<file path="src/rtl/branch_resolve_unit.sv">
// ---------------------------------------------------------------------------
// branch_resolve_unit
//
// Purpose:
//   Execute-stage branch and flag resolver for the pipelined RAT CPU. It holds
//   the C, Z and I flags and the interrupt shadow copies of C and Z. It also
//   evaluates the branch class of the instruction in EX and drives the
//   redirect controls (UNCON_BRN / TAKE_COND_BRN / PC_SEL). After every
//   redirect, it suppresses the next SHADOW_CYCLES EX slots.
//
// Ports:
//   i_clk           system clock, rising edge
//   i_rst           asynchronous active-high reset
//   i_ex_valid      EX slot holds a real instruction
//   i_br_type[2:0]  0 none, 1 BRN, 2 BREQ, 3 BRNE, 4 BRCS, 5 BRCC, 6 CALL, 7 RET
//   i_is_reti       qualifies br_type 7 as RETI
//   i_flg_c_ld      load C from i_c_in
//   i_flg_z_ld      load Z from i_z_in
//   i_c_in, i_z_in  ALU carry / zero results
//   i_flg_c_set     SEC
//   i_flg_c_clr     CLC
//   i_i_set         SEI
//   i_i_clr         CLI
//   i_intr          level-sensitive interrupt request
//   o_uncon_brn     unconditional redirect this cycle (combinational)
//   o_take_cond_brn taken conditional branch this cycle (combinational)
//   o_pc_sel[1:0]   0 PC+1, 1 IR target, 2 stack, 3 interrupt vector
//   o_int_taken     interrupt accepted this cycle
//   o_c_flag        registered carry flag
//   o_z_flag        registered zero flag
//   o_i_flag        registered interrupt-enable flag
//   o_squash        current EX slot is suppressed
// ---------------------------------------------------------------------------
module branch_resolve_unit #(
    parameter int SHADOW_CYCLES = 3,
    parameter int INT_VECTOR    = 10'h3FF
) (
    input  logic       i_clk,
    input  logic       i_rst,
    input  logic       i_ex_valid,
    input  logic [2:0] i_br_type,
    input  logic       i_is_reti,
    input  logic       i_flg_c_ld,
    input  logic       i_flg_z_ld,
    input  logic       i_c_in,
    input  logic       i_z_in,
    input  logic       i_flg_c_set,
    input  logic       i_flg_c_clr,
    input  logic       i_i_set,
    input  logic       i_i_clr,
    input  logic       i_intr,
    output logic       o_uncon_brn,
    output logic       o_take_cond_brn,
    output logic [1:0] o_pc_sel,
    output logic       o_int_taken,
    output logic       o_c_flag,
    output logic       o_z_flag,
    output logic       o_i_flag,
    output logic       o_squash
);

    localparam int CW = $clog2(SHADOW_CYCLES + 1);

    // The vector address is consumed by the fetch stage. Here it is only
    // checked so that it fits the 10-bit program counter.
    if (SHADOW_CYCLES < 1 || INT_VECTOR < 0 || INT_VECTOR > 10'h3FF) begin : g_bad_param
        $error("branch_resolve_unit: illegal SHADOW_CYCLES or INT_VECTOR");
    end

    logic [CW-1:0] r_shadow_cnt;
    logic          r_c, r_z, r_i;
    logic          r_shad_c, r_shad_z;

    logic w_squash, w_act, w_is_branch, w_reti;
    logic w_uncon, w_cond, w_int_taken;
    logic w_c_next, w_z_next, w_i_next;

    // Reset is folded into the activity qualifier. Every combinational output
    // therefore reads 0 while reset is held, whatever the EX inputs are.
    assign w_squash    = (r_shadow_cnt != '0);
    assign w_act       = i_ex_valid & ~w_squash & ~i_rst;
    assign w_is_branch = w_act & (i_br_type != 3'd0);
    assign w_reti      = w_act & (i_br_type == 3'd7) & i_is_reti;

    // A branch in EX wins over the interrupt. The request stays pending for
    // as long as INTR is held.
    assign w_int_taken = r_i & i_intr & ~w_squash & ~w_is_branch & ~i_rst;

    assign w_uncon = (w_act & ((i_br_type == 3'd1) | (i_br_type == 3'd6) |
                               (i_br_type == 3'd7))) | w_int_taken;

    // Conditions read the registered flags only, so a flag written in the
    // same cycle is not seen by this branch.
    always_comb begin
        w_cond = 1'b0;
        if (w_act) begin
            case (i_br_type)
                3'd2:    w_cond = r_z;
                3'd3:    w_cond = ~r_z;
                3'd4:    w_cond = r_c;
                3'd5:    w_cond = ~r_c;
                default: w_cond = 1'b0;
            endcase
        end
    end

    always_comb begin
        o_pc_sel = 2'd0;
        if (w_int_taken)
            o_pc_sel = 2'd3;
        else if (w_act && i_br_type == 3'd7)
            o_pc_sel = 2'd2;
        else if (w_uncon || w_cond)
            o_pc_sel = 2'd1;
    end

    // Normal flag next-state. SET beats CLR, and CLR beats LD. RETI and
    // interrupt acceptance are layered on top in the register block.
    always_comb begin
        w_c_next = r_c;
        w_z_next = r_z;
        w_i_next = r_i;
        if (w_act) begin
            if (i_flg_c_set)
                w_c_next = 1'b1;
            else if (i_flg_c_clr)
                w_c_next = 1'b0;
            else if (i_flg_c_ld)
                w_c_next = i_c_in;
            if (i_flg_z_ld)
                w_z_next = i_z_in;
            if (i_i_set)
                w_i_next = 1'b1;
            else if (i_i_clr)
                w_i_next = 1'b0;
        end
    end

    // Flag registers. RETI restores the shadow copies and re-enables
    // interrupts, and it discards any other flag write in that cycle.
    // Interrupt acceptance snapshots the post-write C/Z values and
    // disables interrupts. RETI is a branch, so it can never coincide
    // with an accepted interrupt.
    always_ff @(posedge i_clk or posedge i_rst) begin
        if (i_rst) begin
            r_c      <= 1'b0;
            r_z      <= 1'b0;
            r_i      <= 1'b0;
            r_shad_c <= 1'b0;
            r_shad_z <= 1'b0;
        end else if (w_reti) begin
            r_c <= r_shad_c;
            r_z <= r_shad_z;
            r_i <= 1'b1;
        end else begin
            r_c <= w_c_next;
            r_z <= w_z_next;
            r_i <= w_int_taken ? 1'b0 : w_i_next;
            if (w_int_taken) begin
                r_shad_c <= w_c_next;
                r_shad_z <= w_z_next;
            end
        end
    end

    // Squash window. The counter reloads on every redirect, so it is nonzero
    // for exactly SHADOW_CYCLES slots after the redirect.
    always_ff @(posedge i_clk or posedge i_rst) begin
        if (i_rst)
            r_shadow_cnt <= '0;
        else if (w_uncon || w_cond)
            r_shadow_cnt <= CW'(SHADOW_CYCLES);
        else if (r_shadow_cnt != '0)
            r_shadow_cnt <= r_shadow_cnt - 1'b1;
    end

    assign o_uncon_brn     = w_uncon;
    assign o_take_cond_brn = w_cond;
    assign o_int_taken     = w_int_taken;
    assign o_c_flag        = r_c;
    assign o_z_flag        = r_z;
    assign o_i_flag        = r_i;
    assign o_squash        = w_squash;

endmodule

</file>
<file path="config.mk">
export PLATFORM = sky130hd
export DESIGN_NAME = branch_resolve_unit
export DESIGN_NICKNAME = d
export VERILOG_FILES = /design/src/rtl/branch_resolve_unit.sv
export SDC_FILE = /design/constraint.sdc
export NUM_CORES = 1
export LEC_CHECK = 0
export CAP_MARGIN = 15
export CORE_MARGIN = 1.5
export CORE_UTILIZATION = 36
export DETAILED_ROUTE_END_ITERATION = 10
export HOLD_SLACK_MARGIN = 0.15
export PLACE_DENSITY = 0.77
export RECOVER_POWER = 25
export SLEW_MARGIN = 10
export SYNTH_ARGS = -nofsm -noshare
export SYNTH_HDL_FRONTEND = slang
export SYNTH_SLANG_ARGS = --single-unit
</file>
<file path="constraint.sdc">
create_clock -name i_clk -period 1.42 [get_ports i_clk]
set_input_delay 0.284 -clock i_clk [delete_from_list [all_inputs] [get_ports i_clk]]
set_output_delay 0.284 -clock i_clk [all_outputs]
set_load 0.02 [all_outputs]
</file>
==> flow_summary_export.csv <==
group,metric,value,unit
run,drv_cap,0,
setup_path,cpPeakStageDelay,0.40,ns
synth,synth_top_area_share,31.11,%
die,coreArea,1489,sq um
sta,finalCritPeriodShare,129.9,%
placement,io_buffers,24,
setup_path,crit_type,"register to output port",
global_routing,antenna_found_initial,0,
routing,met2_length,1.156,mm
sta,setup_ws,-0.4249,ns
setup_path,cp_cell_sequence,"inv_2 -> ha_4 -> nand3b_4 -> o21bai_4 -> inv_4 -> or2_4 -> buf_6",
setup_path,required,1.14,ns
clock_tree,clock-root-buffer,"clkbuf_4",
routing,wl_met1,852,um
setup_path,crit_path_end_kind,"output port",
synth,syn_avg_cell_area,8.937,sq um
clock_tree,path_clk_slew,0.06,ns
clock_tree,clk_latency,0.26,ns
setup_path,critPathMaxFanout,4,
finish,drive_gt1_share,54.55,%
sta,finalHoldViolCount,0,
global_routing,grt_util_all_layers,25.58,%
routing,dr_wl_met3,70,um
sta,final_max_slew_viol_count,0,
sta,rsz0062_at_grt,"true",
die,die_h,42.55,um
synth,ys_ff_latch,7,
placement,dpl.hpwl,1.271,mm
clock_tree,numCtsBuffers,3,
placement,place.gp.congestion,0.7612,
routing,drtPass1Iterations,4,
outcome,outcome,"finished, violations left",
sta,fmax,542.0,MHz
routing,wl,2.164,mm
worst_hold_path,hold_path_class,"primary input to asynchronous set/reset pin",
die,die_w,42.55,um
sta,skew,0.01607,ns
clock_tree,h-tree-depth,1,
clock_tree,clockBufferDepth,2,
finish,num-nets-final,139,
synth,async_flop_share,100.0,%
synth,synth_top_area_cell,"dfrtp_1",
power_and_ir_drop,p_leak,0.5855,nW
finish,syn_to_final_growth,109.8,%
power_and_ir_drop,power_density,1437,nW/um^2
global_routing,grt_max_degree,8,
die,rows,14,
power_and_ir_drop,power,0.001698,W
finish,n_antenna_cell,0,
die,dieArea,1810,sq um
routing,vias,711,
outcome,violations,"setup timing",
global_routing,grt_pass1_vias,741,
sta,setup_violations,13,
synth,netlist_area,563.0,sq um
routing,drtIter0Drc,5,
power_and_ir_drop,vdd_drop_max,1.277,mV
clock_tree,numClockSinks,7,
setup_path,arrival,1.56,ns
synth,synth_area_leaders,"dfrtp_1, mux2_4, nand2_1, inv_1, a21oi_1",
sta,maxSlewHeadroom,80.77,%
routing,vias_per_cell,5.190,
synth,ys_types,32,
die,start_util,37.82,%
sta,finalCriticalPeriod,1.845,ns
routing,wl_per_cell,15.80,um
sta,tightest_slew,0.2881,ns
setup_path,worst_path_max_delay_cell,"dfrtp_1",
synth,synth_cells,63,
global_routing,overflow,0,
synth,synth_nets,80,
setup_path,cp-start-kind,"register",
global_routing,grt_pass1_wl,3.277,mm
routing,ant_nets,0,
finish,fin_util,79.33,%
synth,ys_seq_area_share,31.11,%
synth,synth-edff-count,0,
routing,highest_layer,"met4",
routing,drc_errors,0,
die,io-pin-count,25,
clock_tree,cts_tree,"yes",
synth,ys_warn_count,0,
synth,synth_top_flop_cell,"dfrtp_1",
==> cells in the mapped netlist (2+ instances only) <==
cell / instances
a21oi_1: 4
dfrtp_1: 7
inv_1: 6
mux2_4: 2
mux2i_1: 2
nand2_1: 8
nand2b_1: 3
nor2_1: 3
o21ai_0: 4
xnor2_1: 2
==> through the flow <==
step / setup TNS (ns) / instance area (sq um) / hold WS, ns / std cells / setup WS (ns)
global placement: -6.700 / 1006 / 0.4624 / 123 / -0.9660
floorplan: -0.1607 / 596.8 / 0.08740 / 63 / -0.06031
global route: -4.232 / 1181 / 0.3877 / 137 / -0.4672
detailed placement: -7.016 / 1006 / 0.4887 / 123 / -1.003
finish: -3.616 / 1181 / 0.3439 / 137 / -0.4249
CTS: -3.071 / 1142 / 0.3263 / 135 / -0.4126
==> report_power, final <==
part           switching [W]  internal (W)  total, W
clock              0.0000800      0.000108  0.000188
combinational       0.000506      0.000636   0.00114
sequential         0.0000711      0.000296  0.000367
==> layout make-up <==
| cell class | instances | area [sq um] |
|---|---|---|
| timing repair buffer | 56 | 505.5 |
| multi-input combinational | 47 | 425.4 |
| fill | 85 | 307.8 |
| sequential | 7 | 175.2 |
| inverter | 7 | 28.78 |
| clock buffer | 4 | 26.28 |
| tap | 16 | 20.02 |
==> final timing paths <==
kind / from / depth (start not counted) / slack (ns) / end
hold reg to reg: r_shad_c / 1 / 0.52 / o_c_flag
hold / removal: i_rst / 2 / 0.34 / o_z_flag
setup reg to reg: r_shadow_cnt[0] / 10 / -0.35 / r_shadow_cnt[1]
max in group asynchronous: i_rst / 2 / 0.84 / o_i_flag
min in group i_clk: r_shad_c / 1 / 0.52 / o_c_flag
setup / recovery: r_shadow_cnt[0] / 7 / -0.42 / o_uncon_brn
==> registers in the layout, indices dropped and copies added (netlist names) <==
register and count:
o_z_flag 1, o_i_flag 1, r_shad_c 1, o_c_flag 1
r_shadow_cnt 2, r_shad_z 1
==> metal layers <==
| metal | track usage (%) | vias to the layer above |
|---|---|---|
| li1 | - | 333 |
| met1 | 26.40 | 348 |
| met5 | 0 | - |
| met3 | 4.310 | 9 |
| met2 | 46.15 | 21 |
| met4 | 17.50 | 0 |
==> critical path: cells and delay by family, from the launching register on <==
kind            cells  cell delay (ns)
compound gates      1             0.18
simple gates        2             0.32
flops               1             0.40
fa+ha+maj           1             0.16
buf+inv             3             0.24
==> placed cells by master (no fill, tap or decap), types with 3 or more instances in the layout <==
| cell | n |
|---|---|
| nor2_1 | 3 |
| dlygate4sd2_1 | 4 |
| dfrtp_1 | 7 |
| nand2_1 | 5 |
| buf_4 | 26 |
| inv_2 | 3 |
| buf_6 | 12 |
| nand2b_1 | 3 |
| inv_1 | 3 |
| clkbuf_4 | 3 |
| clkdlybuf4s50_1 | 12 |
==> cells by family after synthesis <==
| kind of cell | synth area share, % |
|---|---|
| muxes | 8.889 |
| xor gates and xnor gates | 4.668 |
| and+or+nand+nor | 24.89 |
| DFF | 31.11 |
| adders and majority gates | 2.222 |
| AOI/OAI and AO/OA | 20.67 |
| buffers and inverters | 7.554 |
==> repair_timing <==
item                                    4_1_cts  5_1_grt
pin swaps                                     7        5
gates resized for setup                      58        8
setup buffers                                 8        2
hold buffers                                  0        0
endpoints found under the setup margin       16       15
Power figures use the tool's default switching activity.
